==> src/rtl/mul_arb_pkg.sv <==
`default_nettype none
// ---------------------------------------------------------------------------
// mul_arb_pkg : shared types for the multiplier-sharing arbiter
// Revision    : 1.0
// ---------------------------------------------------------------------------
package mul_arb_pkg;

  localparam int C_MAX_REQ             = 8;
  localparam int C_REQ_ID_W            = $clog2(C_MAX_REQ);
  localparam int C_DEFAULT_MUL_LATENCY = 2;

  // Sized for the largest supported requester count so any NUM_REQ fits.
  typedef logic [C_REQ_ID_W-1:0] t_req_id;

  typedef struct packed {
    logic    valid;
    t_req_id id;
  } t_tag;

endpackage
`default_nettype wire

==> src/rtl/rr_arbiter.sv <==
`default_nettype none
// ---------------------------------------------------------------------------
// rr_arbiter : round-robin one-hot arbiter with a rotating last-grant pointer
// Revision   : 1.0
// ---------------------------------------------------------------------------
module rr_arbiter #(
  parameter int N = 4
) (
  input  logic         clk,
  input  logic         reset,
  input  logic [N-1:0] req,
  input  logic         advance,
  output logic [N-1:0] grant
);

  localparam int PTR_W = $clog2(N);

  logic [PTR_W-1:0] last_grant_q;
  logic [PTR_W-1:0] last_grant_d;
  logic [PTR_W-1:0] start;
  logic [N-1:0]     req_rot;
  logic [N-1:0]     gnt_rot;
  logic [2*N-1:0]   gnt_dbl;
  logic             found;

  // Rotate so the requester after last_grant sits at bit 0, pick the lowest
  // set bit, then rotate the one-hot result back.
  always_comb begin
    start   = (last_grant_q == PTR_W'(N-1)) ? '0 : last_grant_q + PTR_W'(1);
    req_rot = N'({req, req} >> start);
    gnt_rot = '0;
    found   = 1'b0;
    for (int j = 0; j < N; j++) begin
      if (!found && req_rot[j]) begin
        gnt_rot[j] = 1'b1;
        found      = 1'b1;
      end
    end
    gnt_dbl = {{N{1'b0}}, gnt_rot} << start;
    grant   = gnt_dbl[N-1:0] | gnt_dbl[2*N-1:N];

    last_grant_d = last_grant_q;
    if (advance) begin
      for (int i = 0; i < N; i++) begin
        if (grant[i]) last_grant_d = PTR_W'(i);
      end
    end
  end

  always_ff @(posedge clk) begin
    if (reset) last_grant_q <= PTR_W'(N-1);
    else       last_grant_q <= last_grant_d;
  end

endmodule
`default_nettype wire

==> src/rtl/mul_share_arbiter.sv <==
`default_nettype none
// ---------------------------------------------------------------------------
// mul_share_arbiter : shares one pipelined multiplier among NUM_REQ requesters
// Revision          : 1.0
// ---------------------------------------------------------------------------
module mul_share_arbiter
  import mul_arb_pkg::*;
#(
  parameter int NUM_REQ     = 4,
  parameter int DATA_LEN    = 32,
  parameter int MUL_LATENCY = C_DEFAULT_MUL_LATENCY
) (
  input  logic                               clk,
  input  logic                               reset,
  input  logic                               flush,
  input  logic [NUM_REQ-1:0]                 req_valid,
  input  logic [NUM_REQ-1:0][DATA_LEN-1:0]   req_a,
  input  logic [NUM_REQ-1:0][DATA_LEN-1:0]   req_b,
  output logic [NUM_REQ-1:0]                 req_ready,
  output logic [NUM_REQ-1:0]                 rsp_valid,
  output logic [NUM_REQ-1:0][DATA_LEN-1:0]   rsp_result,
  input  logic [NUM_REQ-1:0]                 rsp_ready,
  output logic [DATA_LEN-1:0]                mul_a,
  output logic [DATA_LEN-1:0]                mul_b,
  output logic                               mul_reset,
  input  logic [DATA_LEN-1:0]                mul_result,
  output logic                               idle
);

  logic [NUM_REQ-1:0]               pending_q, pending_d;
  logic [NUM_REQ-1:0]               rsp_valid_q, rsp_valid_d;
  logic [NUM_REQ-1:0][DATA_LEN-1:0] rsp_result_q, rsp_result_d;
  logic [DATA_LEN-1:0]              mul_a_q, mul_a_d;
  logic [DATA_LEN-1:0]              mul_b_q, mul_b_d;
  t_tag [MUL_LATENCY-1:0]           tag_q, tag_d;

  logic [NUM_REQ-1:0] arb_req;
  logic [NUM_REQ-1:0] grant;
  logic [NUM_REQ-1:0] rsp_hs;
  t_tag               tag_out;
  t_req_id            grant_id;

  // Registered pending keeps a requester out until its response is taken.
  assign arb_req = (reset | flush) ? '0 : (req_valid & ~pending_q);
  assign rsp_hs  = rsp_valid_q & rsp_ready;

  rr_arbiter #(
    .N (NUM_REQ)
  ) u_rr (
    .clk     (clk),
    .reset   (reset),
    .req     (arb_req),
    .advance (|grant),
    .grant   (grant)
  );

  always_comb begin
    grant_id = '0;
    mul_a_d  = '0;
    mul_b_d  = '0;
    for (int i = 0; i < NUM_REQ; i++) begin
      if (grant[i]) begin
        grant_id = t_req_id'(i);
        mul_a_d  = req_a[i];
        mul_b_d  = req_b[i];
      end
    end

    tag_d          = '0;
    tag_d[0].valid = |grant;
    tag_d[0].id    = grant_id;
    for (int k = 1; k < MUL_LATENCY; k++) begin
      tag_d[k] = tag_q[k-1];
    end

    // A grant never targets a pending id, so set/clear cannot collide.
    pending_d    = (pending_q & ~rsp_hs) | grant;
    rsp_valid_d  = rsp_valid_q & ~rsp_hs;
    rsp_result_d = rsp_result_q;
    tag_out      = tag_q[MUL_LATENCY-1];
    for (int i = 0; i < NUM_REQ; i++) begin
      if (tag_out.valid && (tag_out.id == t_req_id'(i))) begin
        rsp_valid_d[i]  = 1'b1;
        rsp_result_d[i] = mul_result;
      end
    end

    if (flush) begin
      pending_d   = '0;
      rsp_valid_d = '0;
      tag_d       = '0;
    end
  end

  always_ff @(posedge clk) begin
    if (reset) begin
      pending_q    <= '0;
      rsp_valid_q  <= '0;
      rsp_result_q <= '0;
      mul_a_q      <= '0;
      mul_b_q      <= '0;
      tag_q        <= '0;
    end else begin
      pending_q    <= pending_d;
      rsp_valid_q  <= rsp_valid_d;
      rsp_result_q <= rsp_result_d;
      mul_a_q      <= mul_a_d;
      mul_b_q      <= mul_b_d;
      tag_q        <= tag_d;
    end
  end

  assign req_ready  = grant;
  assign rsp_valid  = rsp_valid_q;
  assign rsp_result = rsp_result_q;
  assign mul_a      = mul_a_q;
  assign mul_b      = mul_b_q;
  assign mul_reset  = reset | flush;
  assign idle       = ~|pending_q;

endmodule
`default_nettype wire

==> config.mk <==
export PLATFORM = sky130hd
export DESIGN_NAME = mul_share_arbiter
export DESIGN_NICKNAME = d
export VERILOG_FILES = /design/src/rtl/mul_arb_pkg.sv /design/src/rtl/rr_arbiter.sv /design/src/rtl/mul_share_arbiter.sv
export SDC_FILE = /design/constraint.sdc
export NUM_CORES = 1
export LEC_CHECK = 0
export ABC_AREA = 1
export BUFFER_PORTS_ARGS = -buffer_cell sky130_fd_sc_hd__buf_4
export CAP_MARGIN = 20
export CORE_AREA = 8 8 186 188
export DETAILED_ROUTE_END_ITERATION = 7
export DIE_AREA = 0 0 194 196
export MAX_ROUTING_LAYER = met4
export PLACE_DENSITY = 0.56
export SETUP_SLACK_MARGIN = 0.1
export SYNTH_ARGS = -nofsm -noshare
export SYNTH_HDL_FRONTEND = slang
export SYNTH_SLANG_ARGS = --single-unit
==> constraint.sdc <==
create_clock -name clk -period 4.1 [get_ports clk]
set_input_delay 0.205 -clock clk [delete_from_list [all_inputs] [get_ports clk]]
set_output_delay 0.205 -clock clk [all_outputs]
set_load 0.02 [all_outputs]
==> impl_metrics.json, run 1 <==
{
  "syn_inst": 1128,
  "drtIter0Drc": 601,
  "hold_viol": 0,
  "postLayoutCoreUtil_pct": 47.31,
  "numClockSinks": 208,
  "place_area_mm2": 0.01263,
  "fin_crit_ps": 3481,
  "grtUsageTotal_pct": 23.34,
  "crit_fanout": 30,
  "switchingPower_uw": 4304,
  "ant_nets": 0,
  "share_seq_of_total_power_pct": 25.0,
  "clk_pin_slew_ps": 70,
  "fill_cells": 3192,
  "fp.dieW_um": 194,
  "ys_warn_count": 0,
  "max-cap-violations": 0,
  "power_frac_comb_pct": 54.3,
  "fin_setup_tns_ps": 0,
  "die_h_um": 196,
  "cp-start-kind": "register",
  "yosysTopAreaCell": "dfxtp_1",
  "slew_headroom_pct": 51.27,
  "wl_um": 45970,
  "drv_slew": 0,
  "cp.required_ps": 4500,
  "area_growth_pct": 74.90,
  "clock_path_buffers": 3,
  "hpwl_um": 33920,
  "grt_max_degree": 68,
  "core_mm2": 0.03188,
  "rrSetupSlack_ps": 620,
  "ios": 501,
  "rsz0062_at_grt": "no",
  "postCtsSetupBuffers": 0,
  "row_count": 66,
  "grt_pass1_wl_um": 66920,
  "num_antenna_cells": 0,
  "num_vias": 10540,
  "status": "finished, final reports clean",
  "drc": 0,
  "vias_per_cell": 4.842,
  "arrival_ps": 3880,
  "setup_violations": 0,
  "cts_tree": "done",
  "drive_above_1_share_pct": 36.24,
  "finalInstanceArea_mm2": 0.01508,
  "htreeDepth": 1,
  "hold_class": "in -> reg",
  "clk_latency_ps": 520,
  "die_area_mm2": 0.03802,
  "seq_area_frac_synth_pct": 48.29,
  "ys_ff_latch": 208,
  "grt_pass1_vias": 10810,
  "grt_overflow": 0,
  "drt-pass1-iter-count": 5,
  "skew_ps": 8.974,
  "seqCellArea_mm2": 0.004164,
  "synthTopCellsByArea": "dfxtp_1 (48%), nand2_1 (15%), nand3_1 (8.4%), a21oi_1 (8.0%), nand4_1 (7.1%)",
  "p_sw_share_pct": 40.37,
  "antenna_found_initial": 1,
  "start_util_pct": 27.05,
  "synth_top_cell_area_share_pct": 48.29,
  "wire_per_inst_um": 21.12,
  "nNetsFinal": 2051,
  "syn_avg_cell_area_um2": 7.644,
  "globalplace.congestion": 0.9102,
  "timing.final.crit_share_pct": 84.90,
  "p_clk_share_pct": 20.7,
  "cts_made_buffers": 24,
  "syn-num-nets": 1428,
  "synthesis.area_mm2": 0.008622,
  "p_int_uw": 6357,
  "worst_slew_pin_slew_ps": 730.9,
  "path_class": "reg -> reg",
  "power_leakage_uw": 0.006658,
  "end_kind": "register",
  "cts_root_buf": "clkbuf_16",
  "max_clock_freq_mhz": 287.3,
  "ir_worst_vdd_mv": 0.5478,
  "multi_input_area_mm2": 0.003885,
  "port_buffers": 500,
  "cts_resized": 0,
  "synth_cell_types": 22,
  "power_density_mw_per_mm2": 707.0
}
==> critical path, cell delays in order (launching register included) <==
cell and delay (ps):
dfxtp_1 360, ha_1 540, inv_1 280, nand3_1 150, nand2_1 110, nand4_1 170, nand3_2 530, buf_12 410
nand3_1 90, nand4_1 100, dlygate4sd3_1 590
==> power groups by stage <==
stage          Combinational [uW]  Sequential (uW)  Clock, uW
2_1_floorplan                2520             3140          0
3_3_place_gp                 4640             2700          0
3_5_place_dp                 4680             2700          0
4_1_cts                      5770             2660       2270
5_1_grt                      6220             2710       2350
6_report                     5790             2670       2210
==> state kept, by name, summed over array words and instances, names as in the netlist <==
| register | count |
|---|---|
| tag_out | 3 |
| rsp_valid | 4 |
| tag_q | 3 |
| u_rr.last_grant_q | 2 |
| mul_b | 32 |
| rsp_result | 128 |
| mul_a | 32 |
| pending_q | 4 |
==> cells in the mapped netlist <==
library cell  count
nor2_8            1
o21ai_2           1
clkbuf_1         52
nand3_2           6
buf_6             1
nor2_4            2
a21oi_1         137
nand4_1          98
inv_2             5
buf_4             9
nor2_1           13
nand2_1         342
inv_1            18
nor2_2            1
buf_12            6
nand3_1         145
nand2_4           1
nor4_1            1
dfxtp_1         208
nand2_2          58
buf_2            22
ha_1              1
==> final timing paths <==
path	from	endpoint	depth (start not counted)
worst max-delay path	u_rr.last_grant_q[0]	mul_b[22]	10
worst min-delay path	flush	pending_q[0]	4
worst max register to register	u_rr.last_grant_q[0]	mul_b[22]	10
worst min register to register	tag_q[3]	tag_out[3]	2
==> per-stage QoR <==
stage	power [uW]	hold WS (ps)	std cells	setup slack [ps]
after global placement	7345	399.6	1968	1030
final	10660	300.4	2177	619.2
after floorplan	5664	320.7	1128	2046
after detailed placement	7378	397.8	1969	1065
after global routing	11280	314.6	2177	380.3
after CTS	10700	293.3	2177	583.4
==> logic make-up after synthesis <==
kind of cell	share of synthesized area, %
adders and majority gates	0.1451
DFF	48.29
AOI/OAI and AO/OA	8.054
and+or+nand+nor	36.66
buffers and inverters	6.850
==> per-layer routing <==
layer  routed length [um]  vias to the layer above  track usage [%]  part of all wire [%]
li1                     -                     5039                -                     -
met3                 3765                       71            5.843                   8.2
met4                 1245                        0            6.591                   2.7
met1                18230                     4989            27.25                    40
met2                22730                      443            39.54                    49
met5                    0                        -                -                     0
==> final cells by class <==
cell class                      count  area share (%)
Inverter                           23          0.5725
Clock inverter                      9          0.6306
Timing Repair Buffer              687           37.30
Multi-Input combinational cell    807           25.76
Clock buffer                       35           4.729
Sequential cell                   208           27.61
Tap cell                          408           3.385
==> cells in the final DEF, fill, tap and decap left out, drive strengths merged <==
cell,Yosys,routed
buf,38,523
nand2,401,401
dfxtp,208,208
dlygate4sd3,0,164
nand3,151,151
a21oi,137,137
nand4,98,98
clkbuf,52,35
inv,23,23
nor2,17,17
clkinv,0,7
bufinv,0,2
o21ai,1,1
nor4,1,1
ha,1,1
==> repair_timing <==
action	4_1_cts	5_1_grt
hold buffers	164	0
hold endpoints to repair	200	0
setup endpoints to repair	0	0
(Power assumes the default switching activity.)
==> run 2, diff against run 1 <==
--- a/config.mk
+++ b/config.mk
@@ -8,9 +8,9 @@
 export ABC_AREA = 1
 export BUFFER_PORTS_ARGS = -buffer_cell sky130_fd_sc_hd__buf_4
 export CAP_MARGIN = 20
-export CORE_AREA = 8 8 186 188
+export CORE_AREA = 8 8 190 192
 export DETAILED_ROUTE_END_ITERATION = 7
-export DIE_AREA = 0 0 194 196
+export DIE_AREA = 0 0 198 200
 export MAX_ROUTING_LAYER = met4
 export PLACE_DENSITY = 0.56
 export SETUP_SLACK_MARGIN = 0.1
==> constraint.sdc (replaced) <==
create_clock -name clk -period 2.9 [get_ports clk]
set_input_delay 0.145 -clock clk [delete_from_list [all_inputs] [get_ports clk]]
set_output_delay 0.145 -clock clk [all_outputs]
set_load 0.02 [all_outputs]
==> run 2 against run 1 <==
  * Via count up 2.8%
  * Cell count up 4.2%
  * Clock skew up 4.2 ps
  * Highest routed layer unchanged
  * Sequential power up 41%
  * Worst setup slack worse by 370 ps
  * Critical path type unchanged
  * Fmax up 31%
==> impl_metrics.json, run 2 (synthesis gave the netlist of run 1 again) <==
{
  "status": "finished, final reports clean",
  "clock_path_buffers": 3,
  "ant_nets": 0,
  "largest_reg_flops": 128,
  "final_cell_mix": "buf_4 (522), nand2_1 (339), dfxtp_1 (207), dlygate4sd3_1 (196), nand3_1 (141)",
  "grt_pass1_wl_um": 65030,
  "multi_input_area_mm2": 0.003925,
  "area_growth_pct": 84.47,
  "fp.dieW_um": 198,
  "power_leakage_uw": 0.006980,
  "fin_setup_tns_ps": 0,
  "antenna_found_initial": 1,
  "slowest_stage": "dlygate4sd3_1",
  "path_class": "reg -> reg",
  "rrSetupSlack_ps": 240,
  "rsz0062_at_grt": "yes",
  "grt_max_degree": 74,
  "cts_made_buffers": 25,
  "start_util_pct": 26.04,
  "r2r-start": "u_rr.last_grant_q[0]",
  "ios": 501,
  "reg2regPathDepth": 14,
  "wire_per_inst_um": 20.14,
  "core_mm2": 0.03311,
  "nNetsFinal": 2102,
  "holdWs_ps": 277.2,
  "fill_cells": 3123,
  "max-cap-violations": 0,
  "grt_overflow": 0,
  "setup_ws_ps": 244.8,
  "drv_slew": 0,
  "p_int_uw": 9532,
  "power_frac_comb_pct": 56.0,
  "globalplace.congestion": 0.9281,
  "postLayoutCoreUtil_pct": 48.03,
  "numClockSinks": 208,
  "setup_violations": 0,
  "hold_viol": 0,
  "clk_pin_slew_ps": 60,
  "crit_path_max_incr_delay_ps": 560,
  "drtIter0Drc": 712,
  "layout.cells.non_filler": 2269,
  "max_clock_freq_mhz": 376.6,
  "switchingPower_uw": 6459,
  "cp.required_ps": 3360,
  "drc": 0,
  "ir_worst_vdd_mv": 0.7033,
  "die_h_um": 200,
  "vias_per_cell": 4.777,
  "share_seq_of_total_power_pct": 23.5,
  "row_count": 67,
  "crit_chain": "ha_4 > nor2_4 > nand3_1 > nand2_1 > nand2_1 > nand2_2 > nand2_1 > nand2_1 > o21ai_2 > nand2_2 > buf_12 > nand3_1 > nand4_1 > dlygate4sd3_1",
  "worst_slew_pin_slew_ps": 823.3,
  "mostFrequentLayoutCell": "buf_4",
  "p_sw_share_pct": 40.39,
  "fin_crit_ps": 2655,
  "wl_um": 45700,
  "grtUsageTotal_pct": 21.47,
  "critPathCapture": "mul_a[31]",
  "p_clk_share_pct": 20.5,
  "cts_tree": "done",
  "drt-pass1-iter-count": 5,
  "port_buffers": 500,
  "cts_root_buf": "clkbuf_16",
  "crit_fanout": 25,
  "hpwl_um": 31270,
  "dp_slack_ps": 463.3,
  "hold_class": "in -> reg",
  "dp.cells": 2012,
  "r2r-end": "mul_a[31]",
  "end_kind": "register",
  "num_vias": 10840,
  "grt_pass1_vias": 11250,
  "crit_start": "u_rr.last_grant_q[0]",
  "power_density_mw_per_mm2": 1005,
  "crit_family": "simple AND/OR/NAND/NOR gates",
  "die_area_mm2": 0.03960,
  "htreeDepth": 1,
  "clk_latency_ps": 530,
  "timing.final.crit_share_pct": 91.56,
  "path_buf_inv": 2,
  "critPathMostFrequentCell": "nand2_1",
  "seqCellArea_mm2": 0.004168,
  "drive_above_1_share_pct": 36.83,
  "slew_headroom_pct": 45.11,
  "cp.depth": 14,
  "skew_ps": 13.22,
  "arrival_ps": 3120,
  "cp-start-kind": "register"
}
==> run 2: cell type report <==
class                           count  share of cell area, %
Antenna cell                        2                0.03147
Inverter                           23                 0.6608
Tap cell                          448                  3.524
Clock buffer                       33                  4.500
Multi-Input combinational cell    807                  24.68
Sequential cell                   208                  26.20
Clock inverter                     11                 0.9204
Timing Repair Buffer              737                  39.48
==> run 2: worst min path at each step <==
| stage | start | end | slack (ps) | cells after the start |
|---|---|---|---|---|
| final | reset | rsp_result[42] | 280 | 3 |
| after global routing | flush | tag_out[0] | 310 | 4 |
| after CTS | flush | tag_out[3] | 270 | 4 |
| after detailed placement | req_a[44] | mul_a[12] | 350 | 3 |
| after global placement | req_b[28] | mul_b[28] | 340 | 3 |
| after floorplan | req_a[0] | mul_a[0] | 260 | 2 |
==> run 2: metal layers <==
layer  vias to the layer above  global-route usage [%]  part of all wire (%)
li1                       5158                       -                     -
met1                      5028                   24.78                    38
met2                       532                   35.57                    49
met3                       122                   5.951                   8.9
met4                         0                   7.550                   4.5
met5                         -                       -                     0
==> run 2: timing repair <==
action,CTS,global route
hold endpoints to repair,199,0
setup buffers,2,5
hold buffers,196,0
pin swaps,0,5
setup endpoints to repair,2,51
cloned,1,6
gates resized for setup,7,22
==> run 2: tightest hold or removal path, stage by stage <==
cell and delay, ps:
buf_4 130, buf_4 300, a21oi_1 180
==> run 2: through the flow <==
stage | area [um2] | total power (uW)
finish | 15910 | 15990
detailed placement | 12700 | 10450
global placement | 12700 | 10420
global route | 15900 | 16880
CTS | 15600 | 15210
floorplan | 8622 | 8008
==> run 2: power groups by stage <==
stage                     clock network, uW  logic [uW]  registers (uW)
final                                  3280        8950            3760
after global routing                   3470        9590            3810
after CTS                              3360        8100            3750
after detailed placement                  0        6650            3800
after global placement                    0        6620            3800
after floorplan                           0        3570            4440
==> run 3, diff against run 2 <==
--- a/config.mk
+++ b/config.mk
@@ -8,11 +8,13 @@
 export ABC_AREA = 1
 export BUFFER_PORTS_ARGS = -buffer_cell sky130_fd_sc_hd__buf_4
 export CAP_MARGIN = 20
-export CORE_AREA = 8 8 190 192
+export CELL_PAD_IN_SITES_DETAIL_PLACEMENT = 2
+export CELL_PAD_IN_SITES_GLOBAL_PLACEMENT = 2
+export CORE_MARGIN = 8
+export CORE_UTILIZATION = 20
 export DETAILED_ROUTE_END_ITERATION = 7
-export DIE_AREA = 0 0 198 200
 export MAX_ROUTING_LAYER = met4
-export PLACE_DENSITY = 0.56
+export PLACE_DENSITY = 0.77
 export SETUP_SLACK_MARGIN = 0.1
 export SYNTH_ARGS = -nofsm -noshare
 export SYNTH_HDL_FRONTEND = slang
==> run 3 against run 2 <==
  * Cell count up 9.4%
  * Fmax down 3.9%
  * Flip-flop and latch count unchanged
  * Critical endpoint is now mul_a[10]
==> impl_metrics.json, run 3 (synthesis gave the netlist of run 1 again) <==
{
  "status": "finished, final reports clean",
  "port_buffers": 500,
  "highest_layer": "met4",
  "min_to": "rsp_result[123]",
  "nNetsFinal": 2188,
  "crit_fanout": 14,
  "area_growth_pct": 97.87,
  "r2r-end": "mul_a[10]",
  "cp.required_ps": 3330,
  "numClockSinks": 208,
  "grt_pass1_vias": 13860,
  "drt-pass1-iter-count": 5,
  "ant_nets": 0,
  "slew_headroom_pct": 26.17,
  "grt_pass1_wl_um": 92620,
  "worst_slew_pin_slew_ps": 1107,
  "setup_ws_ps": 135.9,
  "fin_crit_ps": 2764,
  "core_mm2": 0.04279,
  "cts_root_buf": "clkbuf_16",
  "largest_reg_flops": 128,
  "skew_ps": 17.75,
  "power_density_mw_per_mm2": 980.9,
  "crit_chain": "ha_4 > nor2_4 > nand3_2 > nand3_1 > nand2_1 > nand4_1 > nand3_2 > nand2_4 > inv_8 > buf_4 > nand2_1 > nand4_1 > dlygate4sd3_1",
  "path_buf_inv": 3,
  "ir_worst_vdd_mv": 0.4536,
  "path_class": "reg -> reg",
  "power_leakage_uw": 0.007364,
  "arrival_ps": 3200,
  "final_cell_mix": "buf_4 (528), nand2_1 (338), dlygate4sd3_1 (280), dfxtp_1 (204), a21oi_1 (137)",
  "hp-start": "reset",
  "drv_slew": 0,
  "max-cap-violations": 0,
  "hpwl_um": 37300,
  "hold_viol": 0,
  "cp-start-kind": "register",
  "grtUsageTotal_pct": 24.91,
  "die_h_um": 223.6,
  "fp.dieW_um": 223.6,
  "wire_per_inst_um": 27.50,
  "num_vias": 12270,
  "globalplace.congestion": 0.8605,
  "wl_met1_um": 25040,
  "drtIter0Drc": 709,
  "rrSetupSlack_ps": 140,
  "rsz0062_at_grt": "no",
  "fin_setup_tns_ps": 0,
  "row_count": 76,
  "crit_path_max_incr_delay_ps": 560,
  "met3WireLength_um": 4535,
  "fill_cells": 4685,
  "slowest_stage": "dlygate4sd3_1",
  "wl_met2_um": 35120,
  "cts_tree": "done",
  "dp_slack_ps": 307.8,
  "hold_depth": 3,
  "grt_max_degree": 102,
  "drc": 0,
  "mostFrequentLayoutCell": "buf_4",
  "reg2regPathDepth": 13,
  "cts_made_buffers": 27,
  "crit_family": "simple AND/OR/NAND/NOR gates",
  "end_kind": "register",
  "die_area_mm2": 0.05001,
  "ios": 501,
  "max_clock_freq_mhz": 361.8,
  "wl_um": 68270,
  "vias_per_cell": 4.942,
  "start_util_pct": 20.15,
  "r2r-start": "u_rr.last_grant_q[0]",
  "grt_overflow": 0,
  "timing.final.crit_share_pct": 95.32,
  "clk_latency_ps": 550,
  "drive_above_1_share_pct": 35.85,
  "hold_class": "in -> reg",
  "clk_pin_slew_ps": 70,
  "antenna_found_initial": 26,
  "htreeDepth": 1,
  "setup_violations": 0,
  "clock_path_buffers": 3
}
run 3: cell count changes in the layout (fill, tap and decap cells not counted), sizes merged:
| cell | before | now |
|---|---|---|
| dlygate4sd3 | 196 | 280 |
| diode | 2 | 32 |
| bufinv | 3 | 5 |
| inv | 23 | 21 |
| buf | 534 | 535 |
| bufbuf | 1 | 2 |
| clkinv | 6 | 5 |
| clkinvlp | 2 | 3 |
run 3: metrics by stage:
| stage | utilization (%) | total power (uW) | cell area (um2) | hold WS (ps) | std cells |
|---|---|---|---|---|---|
| floorplan | - | 8008 | 8622 | 260.7 | 1128 |
| finish | 39.87 | 16730 | 17060 | 184.7 | 2483 |
| CTS | 39.00 | 15110 | 16690 | 146.7 | 2438 |
| global placement | 29.92 | 10430 | 12800 | 346.8 | 2108 |
| global route | 39.85 | 17330 | 17050 | 178.1 | 2480 |
| detailed placement | 29.99 | 10640 | 12830 | 351.1 | 2109 |
run 3: worst max-delay path by stage:
stage	startpoint	endpoint	slack, ps	depth (start not counted)
detailed placement	u_rr.last_grant_q[0]	mul_b[15]	310	11
global route	u_rr.last_grant_q[0]	mul_a[10]	10	16
finish	u_rr.last_grant_q[0]	mul_a[10]	140	13
global placement	u_rr.last_grant_q[0]	mul_b[20]	490	14
floorplan	u_rr.last_grant_q[0]	mul_a[11]	850	15
CTS	u_rr.last_grant_q[0]	req_ready[2]	80	14
run 3: layer usage:
metal  vias up  GRT usage, %
li1       5364             -
met1      6089         25.50
met2       611         44.92
met3       208         6.108
met4         0         10.92
met5         -             -
run 3: final cells by class:
cell class / instances / area [um2] / area share, %
well taps: 546 / 683.2 / 4.004
diodes: 32 / 80.08 / 0.4694
multi-input cells: 807 / 3996 / 23.43
flip-flops and latches: 208 / 4172 / 24.45
clock buffers: 35 / 765.7 / 4.488
repair buffers: 821 / 7068 / 41.43
inverters: 23 / 110.1 / 0.6454
clock inverters: 11 / 185.2 / 1.085
run 3: repair_timing:
action                                  in CTS  in global routing
cloned                                       2                  4
gates resized for setup                      9                 29
endpoints found under the setup margin       4                 10
hold endpoints to repair                   199                  0
hold buffers                               280                  0
buffers inserted                             1                  9
pin swaps                                    0                  8
run 3: worst reg2reg max path: stages (launching register included):
cell           delay (ps)
dfxtp_4               370
ha_4                  180
nor2_4                210
nand3_2               120
nand3_1               150
nand2_1               140
nand4_1               240
nand3_2               140
nand2_4               150
inv_8                  80
buf_4                 190
nand2_1                80
nand4_1                70
dlygate4sd3_1         560
run 3: power by group:
group / total, uW / switching, uW / internal (uW)
Clock: 3630 / 1350 / 2280
Combinational: 9150 / 5890 / 3250
Sequential: 3960 / 423 / 3530
